==> config.mk <==
export PLATFORM = sky130hd
export DESIGN_NAME = ysyx_22051013_lsu_axi_flat
export DESIGN_NICKNAME = d
export VERILOG_FILES = /design/src/rtl/ysyx_22051013_lsu_axi_pkg.sv /design/src/rtl/ysyx_22051013_lsu_axi_if.sv /design/src/rtl/ysyx_22051013_lsu_axi.sv /design/src/flat_wrapper.sv
export SDC_FILE = /design/constraint.sdc
export NUM_CORES = 1
export LEC_CHECK = 0
export ABC_AREA = 1
export CAP_MARGIN = 20
export CORE_AREA = 2 2 182 184
export DETAILED_ROUTE_END_ITERATION = 10
export DIE_AREA = 0 0 184 186
export DONT_BUFFER_PORTS = 1
export PLACE_DENSITY_LB_ADDON = 0.05
export SYNTH_ARGS = -nofsm -noshare
export SYNTH_HDL_FRONTEND = slang
export SYNTH_SLANG_ARGS = --single-unit
==> constraint.sdc <==
create_clock -name clk -period 7.2 [get_ports clk]
set_clock_uncertainty 0.15 [all_clocks]
set_input_delay 1.8 -clock clk [delete_from_list [all_inputs] [get_ports clk]]
set_output_delay 1.8 -clock clk [all_outputs]
set_load 0.005 [all_outputs]
==> src/rtl/ysyx_22051013_lsu_axi_pkg.sv <==
// Shared constants, FSM encoding and response helper for the LSU data-side AXI master.
package ysyx_22051013_lsu_axi_pkg;

    localparam logic [2:0] AXI_SIZE_8B    = 3'b011;
    localparam logic [1:0] AXI_BURST_INCR = 2'b01;
    localparam logic [1:0] AXI_RESP_OKAY  = 2'b00;

    typedef enum logic [5:0] {
        ST_IDLE = 6'b000001,
        ST_AR   = 6'b000010,
        ST_R    = 6'b000100,
        ST_WR   = 6'b001000,
        ST_B    = 6'b010000,
        ST_DONE = 6'b100000
    } lsu_state_e;

    function automatic logic resp_err(input logic [1:0] resp);
        return resp != AXI_RESP_OKAY;
    endfunction

endpackage

==> src/rtl/ysyx_22051013_lsu_axi_if.sv <==
// AXI4 bus bundle between the LSU data master and its memory slave.
interface ysyx_22051013_lsu_axi_if #(
    parameter int ADDR_W = 32,
    parameter int DATA_W = 64,
    parameter int ID_W   = 4
);
    logic              arvalid;
    logic              arready;
    logic [ADDR_W-1:0] araddr;
    logic [ID_W-1:0]   arid;
    logic [7:0]        arlen;
    logic [2:0]        arsize;
    logic [1:0]        arburst;

    logic              rvalid;
    logic              rready;
    logic [DATA_W-1:0] rdata;
    logic [1:0]        rresp;
    logic              rlast;
    logic [ID_W-1:0]   rid;

    logic              awvalid;
    logic              awready;
    logic [ADDR_W-1:0] awaddr;
    logic [ID_W-1:0]   awid;
    logic [7:0]        awlen;
    logic [2:0]        awsize;
    logic [1:0]        awburst;

    logic                wvalid;
    logic                wready;
    logic [DATA_W-1:0]   wdata;
    logic [DATA_W/8-1:0] wstrb;
    logic                wlast;

    logic              bvalid;
    logic              bready;
    logic [1:0]        bresp;
    logic [ID_W-1:0]   bid;

    modport master (
        output arvalid, araddr, arid, arlen, arsize, arburst,
        input  arready,
        input  rvalid, rdata, rresp, rlast, rid,
        output rready,
        output awvalid, awaddr, awid, awlen, awsize, awburst,
        input  awready,
        output wvalid, wdata, wstrb, wlast,
        input  wready,
        input  bvalid, bresp, bid,
        output bready
    );

    modport slave (
        input  arvalid, araddr, arid, arlen, arsize, arburst,
        output arready,
        output rvalid, rdata, rresp, rlast, rid,
        input  rready,
        input  awvalid, awaddr, awid, awlen, awsize, awburst,
        output awready,
        input  wvalid, wdata, wstrb, wlast,
        output wready,
        output bvalid, bresp, bid,
        input  bready
    );

endinterface

==> src/rtl/ysyx_22051013_lsu_axi.sv <==
// LSU data-side AXI4 master: one single-beat 64-bit read or write per LSU request,
// stalling the LSU until the response arrives and the stage retires.
module ysyx_22051013_lsu_axi
    import ysyx_22051013_lsu_axi_pkg::*;
#(
    parameter int AXI_ADDR_W = 32,
    parameter int AXI_DATA_W = 64,
    parameter int AXI_ID_W   = 4,
    parameter int AXI_ID     = 1
) (
    input  logic                    clk,
    input  logic                    rst,
    input  logic                    re,
    input  logic                    we,
    input  logic [63:0]             data_pc,
    input  logic [AXI_DATA_W-1:0]   data_o,
    input  logic [AXI_DATA_W/8-1:0] wlen,
    input  logic                    mem_fire,
    output logic [AXI_DATA_W-1:0]   data_i,
    output logic                    data_not_ready,
    output logic                    axi_err,
    ysyx_22051013_lsu_axi_if.master axi
);

    localparam logic [AXI_ID_W-1:0] ID_VAL = AXI_ID_W'(AXI_ID);

    lsu_state_e state, state_nxt;

    logic [AXI_ADDR_W-1:0]   addr_q;
    logic [AXI_DATA_W-1:0]   wdata_q;
    logic [AXI_DATA_W/8-1:0] wstrb_q;
    logic                    aw_done, w_done;
    logic                    aw_hs, w_hs;

    assign aw_hs = axi.awvalid & axi.awready;
    assign w_hs  = axi.wvalid  & axi.wready;

    // Single outstanding transaction, so IDs and rlast carry no information.
    logic unused_in;
    assign unused_in = ^{axi.rid, axi.bid, axi.rlast, data_pc[63:AXI_ADDR_W], data_pc[2:0]};

    always_ff @(posedge clk or posedge rst) begin
        if (rst) state <= ST_IDLE;
        else     state <= state_nxt;
    end

    always_comb begin
        state_nxt = state;
        case (state)
            ST_IDLE: begin
                if (re)      state_nxt = ST_AR;
                else if (we) state_nxt = ST_WR;
            end
            ST_AR:   if (axi.arready) state_nxt = ST_R;
            ST_R:    if (axi.rvalid)  state_nxt = ST_DONE;
            ST_WR:   if ((aw_done | aw_hs) & (w_done | w_hs)) state_nxt = ST_B;
            ST_B:    if (axi.bvalid)  state_nxt = ST_DONE;
            ST_DONE: if (mem_fire)    state_nxt = ST_IDLE;
            default: state_nxt = ST_IDLE;
        endcase
    end

    always_comb begin
        axi.arvalid = 1'b0;
        axi.rready  = 1'b0;
        axi.awvalid = 1'b0;
        axi.wvalid  = 1'b0;
        axi.bready  = 1'b0;
        case (state)
            ST_AR: axi.arvalid = 1'b1;
            ST_R:  axi.rready  = 1'b1;
            ST_WR: begin
                axi.awvalid = ~aw_done;
                axi.wvalid  = ~w_done;
            end
            ST_B:  axi.bready  = 1'b1;
            default: ;
        endcase
    end

    // Request fields track the LSU only while idle, so the bus sees stable values
    // for the whole transaction regardless of what the LSU does meanwhile.
    always_ff @(posedge clk or posedge rst) begin
        if (rst) begin
            addr_q  <= '0;
            wdata_q <= '0;
            wstrb_q <= '0;
            aw_done <= 1'b0;
            w_done  <= 1'b0;
            data_i  <= '0;
            axi_err <= 1'b0;
        end else begin
            if (state == ST_IDLE) begin
                addr_q  <= {data_pc[AXI_ADDR_W-1:3], 3'b000};
                wdata_q <= data_o;
                wstrb_q <= wlen;
                aw_done <= 1'b0;
                w_done  <= 1'b0;
            end
            if (state == ST_WR) begin
                if (aw_hs) aw_done <= 1'b1;
                if (w_hs)  w_done  <= 1'b1;
            end
            if (state == ST_R && axi.rvalid) begin
                data_i <= axi.rdata;
                if (resp_err(axi.rresp)) axi_err <= 1'b1;
            end
            if (state == ST_B && axi.bvalid && resp_err(axi.bresp)) axi_err <= 1'b1;
        end
    end

    assign data_not_ready = (re | we) & (state != ST_DONE);

    assign axi.araddr  = addr_q;
    assign axi.arid    = ID_VAL;
    assign axi.arlen   = 8'd0;
    assign axi.arsize  = AXI_SIZE_8B;
    assign axi.arburst = AXI_BURST_INCR;

    assign axi.awaddr  = addr_q;
    assign axi.awid    = ID_VAL;
    assign axi.awlen   = 8'd0;
    assign axi.awsize  = AXI_SIZE_8B;
    assign axi.awburst = AXI_BURST_INCR;

    assign axi.wdata   = wdata_q;
    assign axi.wstrb   = wstrb_q;
    assign axi.wlast   = 1'b1;

endmodule
==> src/flat_wrapper.sv <==
// flat-port wrapper written by rule: the top's interface ports become plain ports
module ysyx_22051013_lsu_axi_flat import ysyx_22051013_lsu_axi_pkg::*;
#(
    parameter int AXI_ADDR_W = 32,
    parameter int AXI_DATA_W = 64,
    parameter int AXI_ID_W   = 4,
    parameter int AXI_ID     = 1
)
  (clk, rst, re, we, data_pc, data_o, wlen, mem_fire, data_i, data_not_ready, axi_err, axi_arvalid, axi_araddr, axi_arid, axi_arlen, axi_arsize, axi_arburst, axi_arready, axi_rvalid, axi_rdata, axi_rresp, axi_rlast, axi_rid, axi_rready, axi_awvalid, axi_awaddr, axi_awid, axi_awlen, axi_awsize, axi_awburst, axi_awready, axi_wvalid, axi_wdata, axi_wstrb, axi_wlast, axi_wready, axi_bvalid, axi_bresp, axi_bid, axi_bready);
  ysyx_22051013_lsu_axi_if axi_i ();
  input  logic clk;
  input  logic rst;
  input  logic re;
  input  logic we;
  input  logic [63:0] data_pc;
  input  logic [AXI_DATA_W-1:0] data_o;
  input  logic [AXI_DATA_W/8-1:0] wlen;
  input  logic mem_fire;
  output logic [AXI_DATA_W-1:0] data_i;
  output logic data_not_ready;
  output logic axi_err;
  output wire logic [$bits(axi_i.arvalid)-1:0] axi_arvalid;
  output wire logic [$bits(axi_i.araddr)-1:0] axi_araddr;
  output wire logic [$bits(axi_i.arid)-1:0] axi_arid;
  output wire logic [$bits(axi_i.arlen)-1:0] axi_arlen;
  output wire logic [$bits(axi_i.arsize)-1:0] axi_arsize;
  output wire logic [$bits(axi_i.arburst)-1:0] axi_arburst;
  input wire logic [$bits(axi_i.arready)-1:0] axi_arready;
  input wire logic [$bits(axi_i.rvalid)-1:0] axi_rvalid;
  input wire logic [$bits(axi_i.rdata)-1:0] axi_rdata;
  input wire logic [$bits(axi_i.rresp)-1:0] axi_rresp;
  input wire logic [$bits(axi_i.rlast)-1:0] axi_rlast;
  input wire logic [$bits(axi_i.rid)-1:0] axi_rid;
  output wire logic [$bits(axi_i.rready)-1:0] axi_rready;
  output wire logic [$bits(axi_i.awvalid)-1:0] axi_awvalid;
  output wire logic [$bits(axi_i.awaddr)-1:0] axi_awaddr;
  output wire logic [$bits(axi_i.awid)-1:0] axi_awid;
  output wire logic [$bits(axi_i.awlen)-1:0] axi_awlen;
  output wire logic [$bits(axi_i.awsize)-1:0] axi_awsize;
  output wire logic [$bits(axi_i.awburst)-1:0] axi_awburst;
  input wire logic [$bits(axi_i.awready)-1:0] axi_awready;
  output wire logic [$bits(axi_i.wvalid)-1:0] axi_wvalid;
  output wire logic [$bits(axi_i.wdata)-1:0] axi_wdata;
  output wire logic [$bits(axi_i.wstrb)-1:0] axi_wstrb;
  output wire logic [$bits(axi_i.wlast)-1:0] axi_wlast;
  input wire logic [$bits(axi_i.wready)-1:0] axi_wready;
  input wire logic [$bits(axi_i.bvalid)-1:0] axi_bvalid;
  input wire logic [$bits(axi_i.bresp)-1:0] axi_bresp;
  input wire logic [$bits(axi_i.bid)-1:0] axi_bid;
  output wire logic [$bits(axi_i.bready)-1:0] axi_bready;
  assign axi_arvalid = axi_i.arvalid;
  assign axi_araddr = axi_i.araddr;
  assign axi_arid = axi_i.arid;
  assign axi_arlen = axi_i.arlen;
  assign axi_arsize = axi_i.arsize;
  assign axi_arburst = axi_i.arburst;
  assign axi_i.arready = axi_arready;
  assign axi_i.rvalid = axi_rvalid;
  assign axi_i.rdata = axi_rdata;
  assign axi_i.rresp = axi_rresp;
  assign axi_i.rlast = axi_rlast;
  assign axi_i.rid = axi_rid;
  assign axi_rready = axi_i.rready;
  assign axi_awvalid = axi_i.awvalid;
  assign axi_awaddr = axi_i.awaddr;
  assign axi_awid = axi_i.awid;
  assign axi_awlen = axi_i.awlen;
  assign axi_awsize = axi_i.awsize;
  assign axi_awburst = axi_i.awburst;
  assign axi_i.awready = axi_awready;
  assign axi_wvalid = axi_i.wvalid;
  assign axi_wdata = axi_i.wdata;
  assign axi_wstrb = axi_i.wstrb;
  assign axi_wlast = axi_i.wlast;
  assign axi_i.wready = axi_wready;
  assign axi_i.bvalid = axi_bvalid;
  assign axi_i.bresp = axi_bresp;
  assign axi_i.bid = axi_bid;
  assign axi_bready = axi_i.bready;
  ysyx_22051013_lsu_axi #(.AXI_ADDR_W(AXI_ADDR_W), .AXI_DATA_W(AXI_DATA_W), .AXI_ID_W(AXI_ID_W), .AXI_ID(AXI_ID)) u_core (.clk(clk), .rst(rst), .re(re), .we(we), .data_pc(data_pc), .data_o(data_o), .wlen(wlen), .mem_fire(mem_fire), .data_i(data_i), .data_not_ready(data_not_ready), .axi_err(axi_err), .axi(axi_i));
endmodule
==> run summary <==
Grt ovf: 0
Synthesized flop and latch total: 174
Initial DRC Count: 136
Fin crit share: 58.4%
RR Startpoint: u_core.state[4]
Pleak: 0.00425 uW
Buf/Inv on CP: 0
Top cells by area, synth: dfrtp_1 (59%), nand2_1 (26%), buf_4 (7.8%), buf_6 (2.0%), inv_1 (0.97%)
Antenna viol nets, final: 0
Fin Setup TNS: 0 ps
Largest net degree at the start of global routing: 105
CP Capture Type: primary output
Port-buffer cells: 0
CP max-delay cell: nor2_1
Initial antenna violation count: 0
Tmin final: 4200 ps
# fillers: 3535
Pwr per Cell Area: 496 mW/mm^2
Drt pass-1 iters: 4
CP required: 5250 ps
Worst skew pair latency: 430 ps
Status: complete, no violations
Post-synth top area share: 58.7%
Max VDD drop: 0.229 mV
Global route hottest layer: met2
Post-synth EDFFs: 0
Crit path DAT: 2250 ps
Mapped Area: 0.00738 mm^2
Inst Count DP: 1200
Chip width: 184 um
Hold Path Cell Cnt: 2
Final Max Tran Viols: 0
Vias in the first global route: 5044
Crit path launch type: primary input
Mux contribution to synthesized area: 0%
Clock transition at path regs: 60 ps
Worst Min Path Start: u_core.data_i[26]
Area share of fa/ha/maj cells after synthesis: 0%
Via count: 4931
Clk sink count: 174
Die Y-Extent: 186 um
Synth area leader: dfrtp_1
I/O Pins: 465
Slew headroom: 42.2%
Area grow syn2layout: 7.02%
Synth Area in Simple Gates: 28.5%
Ys Warns: 0
Worst path cell trace: nor2_1, a31oi_1
Global-route wire length before repair: 30.9 mm
Num rows: 66
Clock buffer count from CTS: 17
Share of cells above drive strength 1: 6.06%
Effective utilization at floorplan: 22.9%
Post-CTS Setup Bufs: 0
CTS tree: done
Worst Hold Class: flip-flop to flip-flop
Slew @ Worst Pin: 866 ps
Unrepaired setup endpoints after global routing: no
Number of diodes: 0
CP top delay family: simple AND/OR/NAND/NOR gates
Max cap viols: 0
Drt drc: 0
Fin. Hold Viols: 0
Largest family of logic cells by synthesized area: simple AND/OR/NAND/NOR gates
Top cells by count, synth: nand2_1 (510), dfrtp_1 (173), buf_4 (77)
Cell with the most instances after synthesis: nand2_1
CTS Hold Bufs: 0
Crit path depth: 2
Compound-gate portion of the synthesized area: 0.458%
Crit path launch: re
CP max stage delay: 280 ps
Detailed Route WL: 21.4 mm
R2R cell count: 8
Nets: 1036
Syn Inst Count: 853
Min Hold Slack: 353 ps
Root Driver: clkbuf_16
Final-report setup violation count: 0
Post-synth top flop: dfrtp_1
Die area: 0.0342 mm^2
Core footprint: 0.0322 mm^2
HPWL Detailed: 15.1 mm
Yosys cell types: 22
Critical Path Fanout Max: 2
Crit path kind: primary input to primary output
Total track usage: 12.2%
Async S/R FF share, synth: 100%
GPL Wtd Cong: 0.706
M3 GR Usage: 5.50%
Post-cts resize count: 0
Mean Syn Cell Area: 8.65 um^2
Xor/xnor cell area share of the yosys netlist: 0%
Max Freq: 238 MHz
Final Power: 3920 uW
Routed len/inst: 17.4 um
Final std cells w/o fill: 1233
Via density: 4.00
GR Layer Usage met2: 20.6%
H-tree levels: 4
GR Util met1: 13.2%
Sequential-to-total area share from yosys stat: 59.0%
CTS max path bufs: 2
final timing paths:
kind / end / slack, ps
max: data_not_ready / 3000
min: u_core.data_i[26] / 350
max reg2reg: u_core.data_i[28] / 4690
min reg2reg: u_core.data_i[26] / 350
max in group asynchronous: u_core.axi.araddr[13] / 4540
min in group asynchronous: u_core.data_i[2] / 1080
registers in the layout (all words and copies together), names as in the netlist:
name / cells
u_core.axi.wdata: 64
u_core.data_i: 64
u_core.axi.araddr: 29
u_core.axi.wstrb: 8
u_core.state: 6
u_core.aw_done: 1
u_core.axi_err: 1
u_core.w_done: 1
cells in the final DEF (no fill, tap or decap), types with 2 or more instances in the layout:
cell        synthesis  routed
buf_4              77       5
clkbuf_1            1       2
clkbuf_16           0      17
clkinv_2            0       2
clkinv_4            0       2
clkinvlp_4          0       4
conb_1              2      41
dfrtp_1           173     173
inv_1              19      18
inv_2               3       2
inv_6               0       4
nand2_1           510     510
nand3_1             9       9
nand4_1             3       3
nor2_1             13      13
nor2_2              3       2
nor2_4              2       3
o21ai_0             3       3
kinds of logic (layout without fill, tap and decap cells):
| family | after synthesis | count (layout) |
|---|---|---|
| other cells | 2 | 41 |
| flops | 174 | 174 |
| simple gates | 544 | 544 |
| buf+inv | 127 | 60 |
| compound gates | 6 | 6 |
layer usage:
metal / wire (um) / vias to the layer above
met5: 0 / -
met4: 456 / 0
met3: 2200 / 21
met2: 10900 / 264
met1: 7880 / 2285
li1: - / 2361
metrics by stage:
| stage | instance area, um^2 | utilization [%] | setup WS (ps) |
|---|---|---|---|
| 3_5_place_dp | 7290 | 22.6 | 2960 |
| 6_report | 7900 | 24.5 | 3000 |
| 3_3_place_gp | 7290 | 22.6 | 2970 |
| 5_1_grt | 7900 | 24.5 | 2970 |
| 4_1_cts | 7850 | 24.4 | 2960 |
| 2_1_floorplan | 7520 | - | 535 |
report_power, final:
| part | total (uW) | switching, uW | internal [uW] | leakage, uW |
|---|---|---|---|---|
| clock | 905 | 417 | 488 | 0.000260 |
| sequential | 1910 | 460 | 1450 | 0.00217 |
| combinational | 1100 | 746 | 355 | 0.00183 |
| total | 3920 | 1620 | 2300 | 0.00425 |
area by class of cell:
class	instances	area [um^2]	share of cell area (%)
clock inverters	11	109	1.38
inverters	22	88.8	1.13
well taps	408	510	6.46
flip-flops and latches	174	4360	55.2
repair buffers	7	85.1	1.08
clock buffers	20	447	5.66
multi-input cells	591	2300	29.1
Note: power is estimated with default switching activity, not from simulation.
